--- src/rtl/compare_alarm_tracker_if.sv ---
// Comparator flag bundle and alarm/status outputs
// between the comparator and the status logic.
interface compare_alarm_tracker_if #(
    parameter int CW = 16
);
    logic          in_valid;
    logic          lesser;
    logic          greater;
    logic          equal;
    logic          clr;
    logic          alarm;
    logic          rise_pulse;
    logic          fall_pulse;
    logic [CW-1:0] gt_count;
    logic          gt_sat;
    logic          flag_err;

    modport master (
        output in_valid, lesser, greater, equal, clr,
        input  alarm, rise_pulse, fall_pulse,
        input  gt_count, gt_sat, flag_err
    );

    modport slave (
        input  in_valid, lesser, greater, equal, clr,
        output alarm, rise_pulse, fall_pulse,
        output gt_count, gt_sat, flag_err
    );
endinterface

--- src/rtl/compare_alarm_tracker.sv ---
// Hysteresis alarm over comparator result flags,
// with saturating greater-event count and sticky flag error.
module compare_alarm_tracker #(
    parameter int SET_COUNT = 4,
    parameter int CLR_COUNT = 4,
    parameter int CW        = 16
) (
    input  logic clk,
    input  logic rst_n,
    compare_alarm_tracker_if.slave bus
);
    typedef enum logic [1:0] {
        LOW,
        ARMING,
        HIGH,
        DISARMING
    } state_t;

    localparam logic [7:0]    SET_C  = 8'(SET_COUNT);
    localparam logic [7:0]    CLR_C  = 8'(CLR_COUNT);
    localparam logic [CW-1:0] GT_MAX = '1;

    state_t        r_state;
    logic [7:0]    r_run;
    logic          r_alarm;
    logic          r_rise;
    logic          r_fall;
    logic [CW-1:0] r_gt_count;
    logic          r_gt_sat;
    logic          r_flag_err;

    state_t        w_state_nxt;
    logic [7:0]    w_run_nxt;
    logic [7:0]    w_run_inc;
    logic          w_onehot;
    logic          w_legal;
    logic          w_illegal;
    logic          w_gt_inc;
    logic          w_alarm_nxt;

    // Qualify the sample: exactly one flag set under in_valid
    always_comb begin
        w_onehot = 1'b0;
        unique case ({bus.lesser, bus.greater, bus.equal})
            3'b100, 3'b010, 3'b001: w_onehot = 1'b1;
            default:                w_onehot = 1'b0;
        endcase
        w_legal   = bus.in_valid & w_onehot;
        w_illegal = bus.in_valid & ~w_onehot;
        w_gt_inc  = w_legal & bus.greater;
        w_run_inc = r_run + 8'd1;
    end

    // Hysteresis next-state and run counter; idle/illegal hold
    always_comb begin
        w_state_nxt = r_state;
        w_run_nxt   = r_run;
        if (w_legal) begin
            unique case (r_state)
                LOW: begin
                    if (bus.greater) begin
                        if (SET_C == 8'd1) begin
                            w_state_nxt = HIGH;
                            w_run_nxt   = 8'd0;
                        end else begin
                            w_state_nxt = ARMING;
                            w_run_nxt   = 8'd1;
                        end
                    end else begin
                        w_run_nxt = 8'd0;
                    end
                end
                ARMING: begin
                    if (bus.greater) begin
                        if (w_run_inc == SET_C) begin
                            w_state_nxt = HIGH;
                            w_run_nxt   = 8'd0;
                        end else begin
                            w_run_nxt = w_run_inc;
                        end
                    end else begin
                        w_state_nxt = LOW;
                        w_run_nxt   = 8'd0;
                    end
                end
                HIGH: begin
                    if (bus.lesser) begin
                        if (CLR_C == 8'd1) begin
                            w_state_nxt = LOW;
                            w_run_nxt   = 8'd0;
                        end else begin
                            w_state_nxt = DISARMING;
                            w_run_nxt   = 8'd1;
                        end
                    end else begin
                        w_run_nxt = 8'd0;
                    end
                end
                DISARMING: begin
                    if (bus.lesser) begin
                        if (w_run_inc == CLR_C) begin
                            w_state_nxt = LOW;
                            w_run_nxt   = 8'd0;
                        end else begin
                            w_run_nxt = w_run_inc;
                        end
                    end else begin
                        w_state_nxt = HIGH;
                        w_run_nxt   = 8'd0;
                    end
                end
                default: begin
                    w_state_nxt = LOW;
                    w_run_nxt   = 8'd0;
                end
            endcase
        end
        w_alarm_nxt = (w_state_nxt == HIGH) ||
                      (w_state_nxt == DISARMING);
    end

    // State, alarm level and edge pulses; clr drops the sample
    always_ff @(posedge clk or negedge rst_n) begin
        if (!rst_n) begin
            r_state <= LOW;
            r_run   <= 8'd0;
            r_alarm <= 1'b0;
            r_rise  <= 1'b0;
            r_fall  <= 1'b0;
        end else if (bus.clr) begin
            r_state <= LOW;
            r_run   <= 8'd0;
            r_alarm <= 1'b0;
            r_rise  <= 1'b0;
            r_fall  <= 1'b0;
        end else begin
            r_state <= w_state_nxt;
            r_run   <= w_run_nxt;
            r_alarm <= w_alarm_nxt;
            r_rise  <= w_alarm_nxt & ~r_alarm;
            r_fall  <= ~w_alarm_nxt & r_alarm;
        end
    end

    // Saturating greater counter and sticky status bits
    always_ff @(posedge clk or negedge rst_n) begin
        if (!rst_n) begin
            r_gt_count <= '0;
            r_gt_sat   <= 1'b0;
            r_flag_err <= 1'b0;
        end else if (bus.clr) begin
            r_gt_count <= '0;
            r_gt_sat   <= 1'b0;
            r_flag_err <= 1'b0;
        end else begin
            if (w_gt_inc && r_gt_count != GT_MAX) begin
                r_gt_count <= r_gt_count + CW'(1);
            end
            if (w_gt_inc && r_gt_count == GT_MAX - CW'(1)) begin
                r_gt_sat <= 1'b1;
            end
            if (w_illegal) begin
                r_flag_err <= 1'b1;
            end
        end
    end

    assign bus.alarm      = r_alarm;
    assign bus.rise_pulse = r_rise;
    assign bus.fall_pulse = r_fall;
    assign bus.gt_count   = r_gt_count;
    assign bus.gt_sat     = r_gt_sat;
    assign bus.flag_err   = r_flag_err;
endmodule

--- src/flat_wrapper.sv ---
// flat-port wrapper written by rule: the top's interface ports become plain ports
module compare_alarm_tracker_flat 
#(
    parameter int SET_COUNT = 4,
    parameter int CLR_COUNT = 4,
    parameter int CW        = 16
)
  (clk, rst_n, bus_in_valid, bus_lesser, bus_greater, bus_equal, bus_clr, bus_alarm, bus_rise_pulse, bus_fall_pulse, bus_gt_count, bus_gt_sat, bus_flag_err);
  compare_alarm_tracker_if #(.CW(CW)) bus_i ();
  input  logic clk;
  input  logic rst_n;
  input wire logic [$bits(bus_i.in_valid)-1:0] bus_in_valid;
  input wire logic [$bits(bus_i.lesser)-1:0] bus_lesser;
  input wire logic [$bits(bus_i.greater)-1:0] bus_greater;
  input wire logic [$bits(bus_i.equal)-1:0] bus_equal;
  input wire logic [$bits(bus_i.clr)-1:0] bus_clr;
  output wire logic [$bits(bus_i.alarm)-1:0] bus_alarm;
  output wire logic [$bits(bus_i.rise_pulse)-1:0] bus_rise_pulse;
  output wire logic [$bits(bus_i.fall_pulse)-1:0] bus_fall_pulse;
  output wire logic [$bits(bus_i.gt_count)-1:0] bus_gt_count;
  output wire logic [$bits(bus_i.gt_sat)-1:0] bus_gt_sat;
  output wire logic [$bits(bus_i.flag_err)-1:0] bus_flag_err;
  assign bus_i.in_valid = bus_in_valid;
  assign bus_i.lesser = bus_lesser;
  assign bus_i.greater = bus_greater;
  assign bus_i.equal = bus_equal;
  assign bus_i.clr = bus_clr;
  assign bus_alarm = bus_i.alarm;
  assign bus_rise_pulse = bus_i.rise_pulse;
  assign bus_fall_pulse = bus_i.fall_pulse;
  assign bus_gt_count = bus_i.gt_count;
  assign bus_gt_sat = bus_i.gt_sat;
  assign bus_flag_err = bus_i.flag_err;
  compare_alarm_tracker #(.SET_COUNT(SET_COUNT), .CLR_COUNT(CLR_COUNT), .CW(CW)) u_core (.clk(clk), .rst_n(rst_n), .bus(bus_i));
endmodule
--- config.mk ---
export PLATFORM = sky130hd
export DESIGN_NAME = compare_alarm_tracker_flat
export DESIGN_NICKNAME = d
export VERILOG_FILES = /design/src/rtl/compare_alarm_tracker_if.sv /design/src/rtl/compare_alarm_tracker.sv /design/src/flat_wrapper.sv
export SDC_FILE = /design/constraint.sdc
export NUM_CORES = 1
export LEC_CHECK = 0
export ABC_AREA = 1
export CAP_MARGIN = 20
export CORE_AREA = 2 2 61 63
export DETAILED_ROUTE_END_ITERATION = 12
export DIE_AREA = 0 0 63 65
export GPL_TIMING_DRIVEN = 0
export PLACE_DENSITY_LB_ADDON = 0.05
export SYNTH_ARGS = -nofsm -noshare
export SYNTH_HDL_FRONTEND = slang
export SYNTH_SLANG_ARGS = --single-unit
--- constraint.sdc ---
create_clock -name clk -period 4.05 [get_ports clk]
set_input_delay 0.81 -clock clk [delete_from_list [all_inputs] [get_ports clk]]
set_output_delay 0.81 -clock clk [all_outputs]
set_load 0.1 [all_outputs]
# --- Yosys cells after proc, flatten, opt, wreduce, memory -nomap -nowiden ---
# Index checks and enable logic that the tools add are counted.
# W data, S select, Z words.
word_totals:
  ff_bits: 31
  inputBits: 7
  out_inout_bits: 21
op_classes:
  addsub: 2
  n_eq_ne: 11
  n_mux: 27
  n_bitwise: 8
  n_reduce_logical: 9
ops:
  columns: ["cell", "count"]
  rows:
  - ["$mux W8", 5]
  - ["$mux W16", 2]
  - ["$pmux W8 S4", 1]
  - ["$add A16 B1 Y16 const B", 1]
  - ["$eq A16 B16 Y1 const B", 1]
  - ["$mux W2", 8]
  - ["$ne A16 B16 Y1 const B", 1]
  - ["$mux W1", 10]
  - ["$add A8 B1 Y8 const B", 1]
  - ["$eq A2 B2 Y1 const B", 4]
  - ["$eq A8 B3 Y1 const B", 1]
  - ["$pmux W2 S4", 1]
  - ["$reduce_bool A2 Y1", 4]
  - ["$and A1 B1 Y1", 5]
  - ["$eq A3 B1 Y1 const B", 1]
  - ["$eq A3 B2 Y1 const B", 1]
  - ["$eq A3 B3 Y1 const B", 1]
  - ["$not A1 Y1", 3]
  - ["$reduce_or A3 Y1", 1]
  - ["$eq A2 B1 Y1 const B", 1]
  - ["$logic_and A1 B1 Y1", 2]
  - ["$logic_not A2 Y1", 1]
  - ["$logic_or A1 B1 Y1", 1]

# --- Depth between registers and ports, before layout ---
# Gate-level depths: netlist of run 1.
logic_depth:
  ltp_word: 11
  mapped_depth: 12
  depth_no_buf: 12

# --- Worst setup path after synthesis of run 1 ---
# OpenSTA, ideal clock, no wires.
synth_path:
  kind: "register to register"
  from: "reg u_core.r_gt_count[0], in the netlist u_core.bus.gt_count[0]"
  to: "reg u_core.r_gt_count[6], in the netlist u_core.bus.gt_count[6]"
  setup_ns: 0.092
  t_arrival_ns: 2.217
  path_slack_ns: 1.740
  stages_incl_launch_ff: 12
  period_less_slack_ns: 2.310
  cell_sequence: "dfrtp_1 -> ha_1 -> nand3_1 -> inv_1 -> nand2_1 -> inv_1 -> nand2_1 -> nand2_4 -> nand2_2 -> inv_2 -> nand2_1 -> o31ai_2"
synth_between:
  elab_chain_cells: 3
synth_lines:
  columns: ["element", "line_no", "text"]
  rows:
  - ["start, declared", "compare_alarm_tracker.sv:28", "logic [CW-1:0] r_gt_count;"]
  - ["start signal, assigned", "compare_alarm_tracker.sv:157", "r_gt_count <= r_gt_count + CW'(1);"]
  - ["$add A16 B1 Y16 or $ne A16 B16 Y1 (tied branches)", "compare_alarm_tracker.sv:157, compare_alarm_tracker.sv:156", null]
  - ["$mux W16 or $logic_and A1 B1 Y1 (tied branches)", "compare_alarm_tracker.sv:156", "if (w_gt_inc && r_gt_count != GT_MAX) begin"]
  - ["$mux W16 or $reduce_bool A2 Y1 (tied branches)", null, null]
# Several ways; a longest one is shown, not always the timed one. The select of a mux whose other input is x is not followed.
# A chain may end at the register's enable or synchronous reset.

# --- Final worst setup path of run 1 ---
layout_path:
  from: "reg u_core.r_gt_count[0], in the netlist u_core.bus.gt_count[0]"
  to: "out bus_gt_count[0]"
layout_lines:
  columns: ["element", "line_no", "text"]
  rows:
  - ["end, declared", "flat_wrapper.sv:20", "output wire logic [$bits(bus_i.gt_count)-1:0] bus_gt_count;"]
# No word-level cell between the ends.

==> summary.txt, run 1 <==
Outcome
  – Status: complete, no violations

Placement
  – Area of placed instances: 2220 sq um
  – Port buffer count: 27
  – HPWL after DPL: 2980 um
  – Placer Congestion: 0.873

STA
  – Final hold vios: 0
  – Final Slew Violations: 0
  – TNS Setup: 0 ns
  – Clock Skews: 0.00607 ns
  – Worst slew pin tran: 0.967 ns
  – Post-layout min period: 2.78 ns
  – Final setup violation count: 0
  – Fin crit share: 0.687
  – Unrepaired setup endpoints after global routing: false
  – FMAX: 0.359 GHz
  – Relative max-transition margin: 0.354

Global route
  – First-pass GRT wire length: 7080 um
  – Initial antenna violation count: 0
  – Largest net degree at the start of global routing: 32
  – Total track usage: 0.223
  – Vias in the first global route: 1540
  – Gr ovfl total: 0

Cells and area
  – Fill cells: 306
  – Antenna cells: 0
  – Area Growth Syn to Fin: 21.8%
  – Layout cells sized above 1: 0.108
  – Design Area, Final: 2300 sq um
  – # nets final: 286

Route
  – Drt pass-1 iters: 4
  – DRC violations left: 0
  – Routed wire length: 4090 um
  – Antenna viol nets, final: 0
  – Via density: 5.17
  – WL per Instance: 12.6 um
  – Vias: 1680
  – DR iter-0 viols: 152

Power
  – VDD IR-drop max: 0.228 mV
  – Pwr Total: 635 uW
  – Leakage: 1.01 nW
  – Total power divided by cell area: 276 nW/um^2

Synthesis
  – Leading area contributor after synthesis: dfrtp_1
  – Number of synthesized flops with an enable pin: 0
  – Syn Inst Count: 242
  – Commonest register cell after synthesis: dfrtp_1
  – Fraction of registers with async set/reset: 1.00
  – Synth cell types: 32
  – Avg Inst Size Synth: 7.81 sq um
  – Syn. warnings: 0
  – Top post-synthesis cells by area: dfrtp_1 41%, nand2_1 13%, inv_1 6.2%, o31ai_2 6.0%, nand3_1 5.3%
  – Most frequent cell after synthesis: nand2_1
  – Yosys reg bits: 31
  – Post-synth top area share: 0.410
  – Cell Area, Synth: 1890 sq um
  – Sequential element share of the synthesized area: 0.410
  – Synth cell count leaders: 63 x nand2_1, 31 x dfrtp_1, 31 x inv_1, 24 x nor2_1, 20 x nand3_1
  – Net count after synthesis: 252

Worst setup path
  – R2R Path End: u_core.bus.gt_count[9]
  – CP top delay family: buffers and inverters
  – Slowest CP cell: clkdlybuf4s50_1
  – R2R setup slack: 2.22 ns
  – Worst EP required: 3.24 ns
  – Worst-path fanout max: 7
  – Critical path class: register to output port
  – CP endpoint: bus_gt_count[0]
  – Crit start category: register
  – Worst setup EP type: output port
  – Crit path DAT: 1.97 ns
  – Reg-to-reg startpoint: u_core.bus.gt_count[0]
  – Crit-path max cell delay: 1.17 ns
  – Stages on worst setup path: 1
  – Beginning of the critical path: u_core.bus.gt_count[0]
  – CP cell instances: clkdlybuf4s50_1
  – Worst Reg-to-Reg Cells: 11
  – Buf/Inv on CP: 1

Floorplanning
  – Die Ht: 65 um
  – Row Count: 22
  – Initial Utilization: 0.541
  – Die width: 63 um
  – Die area: 4100 sq um
  – Core Box Area: 3500 sq um
  – I/O pin count: 28

Run
  – Maxcap violations: 0

CTS
  – Clock transition at path regs: 0.10 ns
  – Clk sink count: 31
  – CTS hold repair buffers: 0
  – Post-CTS setup buffer count: 0
  – Root buffer cell: clkbuf_4
  – CTS resizes: 0
  – TritonCTS Buffers: 5
  – CTS max path bufs: 2
  – Clock Latency Late Sink: 0.34 ns
  – H-Tree Depth: 2
  – CTS tree: built

Min path
  – Hold path depth: 1
  – HP Class: register to register
## flip-flops by register name (all words and copies together) (netlist names)
name                   count
u_core.bus.alarm           1
u_core.bus.fall_pulse      1
u_core.bus.flag_err        1
u_core.bus.gt_count       16
u_core.bus.gt_sat          1
u_core.bus.rise_pulse      1
u_core.r_run               8
u_core.r_state             2
## cells by family (layout without fill, tap and decap cells)
| family | count (synthesis) | in the layout | synth area share |
|---|---|---|---|
| AND/OR/NAND/NOR | 129 | 129 | 0.315 |
| buffers and inverters | 37 | 72 | 0.0774 |
| AO/OA/AOI/OAI | 33 | 33 | 0.136 |
| flip-flops | 31 | 31 | 0.410 |
| XOR/XNOR | 9 | 9 | 0.0417 |
| adder cells (fa/ha/maj) | 3 | 3 | 0.0199 |
## per-stage QoR
stage	std cells	worst slack [ns]	utilization	hold slack [ns]
after floorplan	242	1.74	-	0.500
after global placement	317	1.47	0.635	0.442
after detailed placement	317	1.44	0.634	0.457
after CTS	325	1.26	0.659	0.472
after global routing	325	1.21	0.659	0.501
final	325	1.27	0.659	0.468
## layout by cell type, fill, tap and decap left out, drive strengths merged, types with 3 or more instances in the layout
cell type	count
nand3	20
clkinv	3
nand4	10
clkbuf	7
o22ai	3
a21oi	7
xor2	8
o31ai	10
clkdlybuf4s50	26
ha	3
inv	33
nor2	25
o21ai	11
nand2	66
dfrtp	31
## worst min path at each step
stage | startpoint | to
2_1_floorplan | u_core.r_run[1] | u_core.r_run[1]
3_3_place_gp | u_core.bus.alarm | u_core.bus.rise_pulse
3_5_place_dp | u_core.bus.alarm | u_core.bus.rise_pulse
4_1_cts | u_core.bus.alarm | u_core.bus.rise_pulse
5_1_grt | u_core.bus.alarm | u_core.bus.rise_pulse
6_report | u_core.bus.alarm | u_core.bus.rise_pulse
## power breakdown
| part | total (mW) | switching [mW] | internal, mW |
|---|---|---|---|
| clock network | 0.263 | 0.117 | 0.146 |
| logic | 0.0580 | 0.0425 | 0.0154 |
| registers | 0.315 | 0.00283 | 0.312 |
## cell type report
| cell class | count | area [sq um] | share of cell area |
|---|---|---|---|
| timing repair buffer | 27 | 265 | 0.115 |
| clock buffer | 6 | 51.3 | 0.0223 |
| sequential | 31 | 776 | 0.337 |
| tap | 48 | 60.1 | 0.0261 |
| inverter | 35 | 131 | 0.0571 |
| clock inverter | 2 | 35.0 | 0.0152 |
| buffer | 2 | 15.0 | 0.00652 |
| multi-input combinational | 174 | 968 | 0.421 |
## metal layers
layer | vias to the layer above | part of all wire | wire (um) | global-route usage
li1 | 865 | - | - | -
met1 | 765 | 0.50 | 2050 | 0.305
met2 | 45 | 0.43 | 1770 | 0.339
met3 | 5 | 0.052 | 214 | 0.0608
met4 | 0 | 0.013 | 54 | 0.0778
met5 | - | 0 | 0 | 0
(Power assumes the default switching activity.)
==> inputs of run 2 (changes only) <==
--- a/config.mk
+++ b/config.mk
@@ -7,9 +7,9 @@
 export LEC_CHECK = 0
 export ABC_AREA = 1
 export CAP_MARGIN = 20
-export CORE_AREA = 2 2 61 63
+export CORE_AREA = 2 2 66 68
 export DETAILED_ROUTE_END_ITERATION = 12
-export DIE_AREA = 0 0 63 65
+export DIE_AREA = 0 0 68 70
 export GPL_TIMING_DRIVEN = 0
 export PLACE_DENSITY_LB_ADDON = 0.05
 export SYNTH_ARGS = -nofsm -noshare
==> constraint.sdc (replaced) <==
create_clock -name clk -period 2.28 [get_ports clk]
set_input_delay 0.456 -clock clk [delete_from_list [all_inputs] [get_ports clk]]
set_output_delay 0.456 -clock clk [all_outputs]
set_load 0.1 [all_outputs]
==> summary.txt, run 2 (same netlist as run 1, synthesis figures left out) <==
Cells and area
  – Most frequent cells in the layout: 63 x nand2_1, 31 x inv_1, 29 x dfrtp_1, 24 x nor2_1, 20 x nand3_1 (was 63 x nand2_1, 31 x inv_1, 31 x dfrtp_1, 26 x clkdlybuf4s50_1, 24 x nor2_1)
  – Antenna cells: 0 (unchanged)
  – Area Growth Syn to Fin: 22.0% (was 21.8%)
  – Max reg flops: 16 (unchanged)
  – Post-route insts no fill: 329 (was 325)
  – # nets final: 286 (unchanged)
  – Design Area, Final: 2310 sq um (was 2300 sq um)
  – Commonest non-fill, non-tap cell in the layout: nand2_1 (unchanged)
  – Post-layout util: 0.556 (was 0.659)
  – Layout cells sized above 1: 0.112 (was 0.108)

Global route
  – Gr ovfl total: 0 (unchanged)
  – First-pass GRT wire length: 7390 um (was 7080 um)
  – Total track usage: 0.204 (was 0.223)
  – Vias in the first global route: 1606 (was 1540)
  – Initial antenna violation count: 0 (unchanged)
  – Largest net degree at the start of global routing: 32 (unchanged)

Placement
  – HPWL after DPL: 3080 um (was 2980 um)
  – Placer Congestion: 0.888 (was 0.873)
  – Port buffer count: 27 (unchanged)
  – Area of placed instances: 2220 sq um (about the same)
  – Cells after DPL: 321 (was 317)
  – Placement Setup Slack: 0.0301 ns (was 1.44 ns)

Route
  – Vias: 1702 (was 1680)
  – DRC violations left: 0 (unchanged)
  – Via density: 5.17 (about the same)
  – Routed wire length: 4230 um (was 4090 um)
  – Antenna viol nets, final: 0 (unchanged)
  – WL per Instance: 12.8 um (was 12.6 um)
  – DR iter-0 viols: 115 (was 152)
  – Drt pass-1 iters: 4 (unchanged)

Floorplanning
  – I/O pin count: 28 (unchanged)
  – Die area: 4760 sq um (was 4100 sq um)
  – Row Count: 24 (was 22)
  – Die width: 68 um (was 63 um)
  – Die Ht: 70 um (was 65 um)
  – Initial Utilization: 0.456 (was 0.541)
  – Core Box Area: 4140 sq um (was 3500 sq um)

STA
  – Worst slew pin tran: 0.970 ns (was 0.967 ns)
  – Fin crit share: 0.971
  – Unrepaired setup endpoints after global routing: false (unchanged)
  – Final hold vios: 0 (unchanged)
  – Relative max-transition margin: 0.352 (was 0.354)
  – FMAX: 0.452 GHz
  – Post-route setup slack: 0.0661 ns (was 1.27 ns)
  – TNS Setup: 0 ns (unchanged)
  – Final setup violation count: 0 (unchanged)
  – Post-layout min period: 2.21 ns
  – Hold_ws: 0.216 ns (was 0.468 ns)
  – Clock Skews: 0.00489 ns (was 0.00607 ns)
  – Final Slew Violations: 0 (unchanged)

Worst setup path
  – Worst EP required: 1.82 ns (was 3.24 ns)
  – R2R setup slack: 0.48 ns (was 2.22 ns)
  – CP cell instances: clkdlybuf4s50_1 (unchanged)
  – Crit path DAT: 1.76 ns (was 1.97 ns)
  – Crit start category: register (unchanged)
  – CP top delay family: buffers and inverters (unchanged)
  – Worst-path fanout max: 2 (was 7)
  – Crit-path max cell delay: 1.13 ns (was 1.17 ns)
  – Worst setup EP type: output port (unchanged)
  – Buf/Inv on CP: 1 (unchanged)
  – Critical path class: register to output port (unchanged)
  – Slowest CP cell: clkdlybuf4s50_1 (unchanged)

Power
  – Pwr Total: 1.14 mW (was 635 uW)
  – Total power divided by cell area: 494 nW/um^2 (was 276 nW/um^2)
  – Leakage: 1.11 nW (was 1.01 nW)
  – VDD IR-drop max: 0.403 mV (was 0.228 mV)

CTS
  – TritonCTS Buffers: 5 (unchanged)
  – Root buffer cell: clkbuf_8 (was clkbuf_4)
  – Post-CTS setup buffer count: 0 (unchanged)
  – Clk sink count: 31 (unchanged)
  – CTS tree: built (unchanged)
  – CTS max path bufs: 2 (unchanged)
  – Clock Latency Late Sink: 0.28 ns (was 0.34 ns)
  – Clock transition at path regs: 0.07 ns (was 0.10 ns)
  – CTS hold repair buffers: 0 (unchanged)
  – H-Tree Depth: 2 (unchanged)

Outcome
  – Status: complete, no violations (unchanged)

Run
  – Maxcap violations: 0 (unchanged)

Min path
  – HP Class: primary input to async pin (was register to register)
-- run 2: cell types whose count changed in the layout (fill, tap and decap cells not counted), sizes merged --
| cell | delta |
|---|---|
| dlymetal6s2s | +1 |
| clkinv | -1 |
| bufinv | -1 |
| clkdlybuf4s50 | -17 |
| dlygate4sd2 | +16 |
| clkbuf | +2 |
-- run 2: area by class of cell --
class | count | area (sq um)
Buffer | 2 | 15.0
Clock buffer | 8 | 100
Fill cell | 381 | 1840
Inverter | 35 | 131
Multi-Input combinational cell | 174 | 968
Sequential cell | 31 | 778
Tap cell | 52 | 65.1
Timing Repair Buffer | 27 | 248
-- run 2: final timing paths --
check | startpoint | endpoint | depth (start not counted)
worst max register to register | u_core.bus.gt_count[0] | u_core.bus.gt_count[6] | 11
worst min register to register | u_core.bus.alarm | u_core.bus.rise_pulse | 1
worst max-delay path | u_core.bus.flag_err | bus_flag_err | 1
max in group asynchronous | rst_n | u_core.bus.gt_count[0] | 1
min in group clk | u_core.bus.alarm | u_core.bus.rise_pulse | 1
worst min-delay path | rst_n | u_core.r_run[5] | 1
-- run 2: per-layer routing --
layer | vias to the layer above | part of all wire | wire length [um] | global-route usage
met4 | 0 | 0.0066 | 28 | 0.0467
li1 | 867 | - | - | -
met2 | 45 | 0.43 | 1830 | 0.280
met3 | 4 | 0.054 | 229 | 0.0483
met1 | 786 | 0.51 | 2140 | 0.319
met5 | - | 0 | 0 | 0
-- run 2: power breakdown --
part           internal [mW]  switching [mW]  total (mW)
clock                  0.275           0.202       0.477
sequential             0.555         0.00486       0.560
combinational         0.0267          0.0759       0.103
total                  0.857           0.283        1.14
-- run 2: repair_timing --
item,in CTS,in global routing
gates cloned,0,0
setup endpoints to repair,16,1
gates resized for setup,16,1
==> inputs of run 3 (changes only) <==
--- a/config.mk
+++ b/config.mk
@@ -12,6 +12,8 @@
 export DIE_AREA = 0 0 68 70
 export GPL_TIMING_DRIVEN = 0
 export PLACE_DENSITY_LB_ADDON = 0.05
+export SKIP_CTS_REPAIR_TIMING = 1
+export SLEW_MARGIN = 20
 export SYNTH_ARGS = -nofsm -noshare
 export SYNTH_HDL_FRONTEND = slang
 export SYNTH_SLANG_ARGS = --single-unit
==> summary.txt, run 3 (same netlist as run 1, synthesis figures left out) <==
CTS
  – Clock Latency Late Sink: 0.28 ns (about the same)
  – CTS max path bufs: 2 (unchanged)
  – Clock transition at path regs: 0.07 ns (about the same)
  – Clk sink count: 31 (unchanged)
  – TritonCTS Buffers: 5 (unchanged)
  – H-Tree Depth: 2 (unchanged)
  – Root buffer cell: clkbuf_8 (unchanged)
  – CTS tree: built (unchanged)

Min path
  – HP Class: primary input to async pin (unchanged)

Worst setup path
  – Crit start category: register (unchanged)
  – Worst setup EP type: output port (unchanged)
  – CP cell instances: clkdlybuf4s50_1 (unchanged)
  – Crit path DAT: 1.76 ns (about the same)
  – Worst Reg-to-Reg Cells: 11 (unchanged)
  – Worst EP required: 1.82 ns (about the same)
  – R2R setup slack: 0.49 ns (was 0.48 ns)
  – Critical path class: register to output port (unchanged)
  – Reg-to-reg startpoint: u_core.bus.gt_count[0] (unchanged)
  – CP top delay family: buffers and inverters (unchanged)
  – Crit-path max cell delay: 1.13 ns (about the same)
  – R2R Path End: u_core.bus.gt_count[12] (was u_core.bus.gt_count[6])
  – Buf/Inv on CP: 1 (unchanged)
  – Worst-path fanout max: 2 (unchanged)
  – Slowest CP cell: clkdlybuf4s50_1 (unchanged)
  – Beginning of the critical path: u_core.bus.flag_err (unchanged)

STA
  – FMAX: 0.451 GHz (was 0.452 GHz)
  – Fin crit share: 0.973 (was 0.971)
  – Final setup violation count: 0 (unchanged)
  – Post-layout min period: 2.22 ns (was 2.21 ns)
  – Worst slew pin tran: 0.968 ns (was 0.970 ns)
  – Final Slew Violations: 0 (unchanged)
  – TNS Setup: 0 ns (unchanged)
  – Unrepaired setup endpoints after global routing: false (unchanged)
  – Final hold vios: 0 (unchanged)
  – Relative max-transition margin: 0.353 (was 0.352)
  – Clock Skews: 0.00717 ns (was 0.00489 ns)

Global route
  – GRT met3 Usage: 0.0531 (was 0.0483)
  – GRT busiest layer: met1 (unchanged)
  – Vias in the first global route: 1516 (was 1606)
  – Global-route met2 utilization: 0.272 (was 0.280)
  – Initial antenna violation count: 0 (unchanged)
  – Met1 Usage GRT: 0.309 (was 0.319)
  – Total track usage: 0.202 (was 0.204)
  – Gr ovfl total: 0 (unchanged)
  – First-pass GRT wire length: 7270 um (was 7390 um)
  – Largest net degree at the start of global routing: 23 (was 32)

Floorplanning
  – Die area: 4760 sq um (unchanged)
  – I/O pin count: 28 (unchanged)
  – Initial Utilization: 0.456 (unchanged)
  – Row Count: 24 (unchanged)
  – Die Ht: 70 um (unchanged)
  – Die width: 68 um (unchanged)
  – Core Box Area: 4140 sq um (unchanged)

Power
  – VDD IR-drop max: 0.455 mV (was 0.403 mV)
  – Pwr Total: 1.15 mW (was 1.14 mW)
  – Leakage: 1.34 nW (was 1.11 nW)
  – Total power divided by cell area: 481 nW/um^2 (was 494 nW/um^2)

Cells and area
  – # nets final: 287 (was 286)
  – Design Area, Final: 2390 sq um (was 2310 sq um)
  – Fill cells: 386 (was 381)
  – Commonest non-fill, non-tap cell in the layout: nand2_1 (unchanged)
  – Antenna cells: 0 (unchanged)
  – Area Growth Syn to Fin: 26.6% (was 22.0%)
  – Max reg flops: 16 (unchanged)
  – Most frequent cells in the layout: 63 x nand2_1, 31 x inv_1, 29 x dfrtp_1, 24 x nor2_1, 20 x nand3_1 (unchanged)
  – Layout cells sized above 1: 0.115 (was 0.112)

Run
  – Maxcap violations: 0 (unchanged)

Placement
  – Area of placed instances: 2250 sq um (was 2220 sq um)
  – HPWL after DPL: 3120 um (was 3080 um)
  – Port buffer count: 27 (unchanged)
  – Placer Congestion: 0.888 (unchanged)

Route
  – DR iter-0 viols: 84 (was 115)
  – Drt pass-1 iters: 4 (unchanged)
  – WL per Instance: 12.7 um (was 12.8 um)
  – DRC violations left: 0 (unchanged)
  – Routed wire length: 4190 um (was 4230 um)
  – Vias: 1643 (was 1702)
  – Via density: 4.98 (was 5.17)
  – Antenna viol nets, final: 0 (unchanged)

Outcome
  – Status: complete, no violations (unchanged)
## run 3: cell types whose count changed in the layout (fill, tap and decap cells not counted), sizes merged
cell	change
buf	+1
dlymetal6s2s	+16
dlygate4sd2	-16
## run 3: how the worst max path moves through the flow
stage,to,slack (ns),cells after the start
after floorplan,u_core.bus.gt_count[6],0.12,8
after global placement,u_core.bus.gt_count[1],-0.04,1
after detailed placement,u_core.bus.gt_count[12],0.02,12
after CTS,bus_gt_count[5],-0.1,1
after global routing,bus_gt_sat,0.01,1
final,bus_flag_err,0.06,1
## run 3: area by class of cell
class,count,area [sq um],share of cell area
plain buffers,2,15.0,0.00627
clock buffers,8,100,0.0418
inverters,35,131,0.0549
multi-input cells,174,968,0.405
flip-flops and latches,31,778,0.325
well taps,52,65.1,0.0272
repair buffers,28,335,0.140
## run 3: stage by stage
step | setup slack [ns] | util | instances | hold slack [ns]
finish | 0.0616 | 0.578 | 330 | 0.0339
global route | 0.0120 | 0.578 | 330 | 0.0465
CTS | -0.0984 | 0.567 | 330 | 0.0397
detailed placement | 0.0169 | 0.543 | 322 | 0.347
global placement | -0.0397 | 0.538 | 321 | 0.449
floorplan | 0.115 | - | 242 | 0.160
## run 3: routing by layer
layer  part of all wire  wire, um
met5                  0         0
met4              0.016        69
met3              0.045       188
met2               0.42      1750
met1               0.52      2180
## run 3: power breakdown
group / leakage (nW) / total, mW / switching, mW / internal, mW
clock: 0.0515 / 0.483 / 0.208 / 0.275
combinational: 0.863 / 0.109 / 0.0771 / 0.0322
sequential: 0.428 / 0.559 / 0.00480 / 0.555
## run 3: worst register-to-register path, cell delays in order, from the launching register on
cell	delay, ns
dfrtp_2	0.41
ha_1	0.24
nand3_1	0.17
inv_1	0.11
nand2_1	0.07
inv_1	0.07
nand2_1	0.08
nand2_4	0.11
nand2_2	0.09
inv_2	0.19
nand2_1	0.09
o31ai_2	0.06
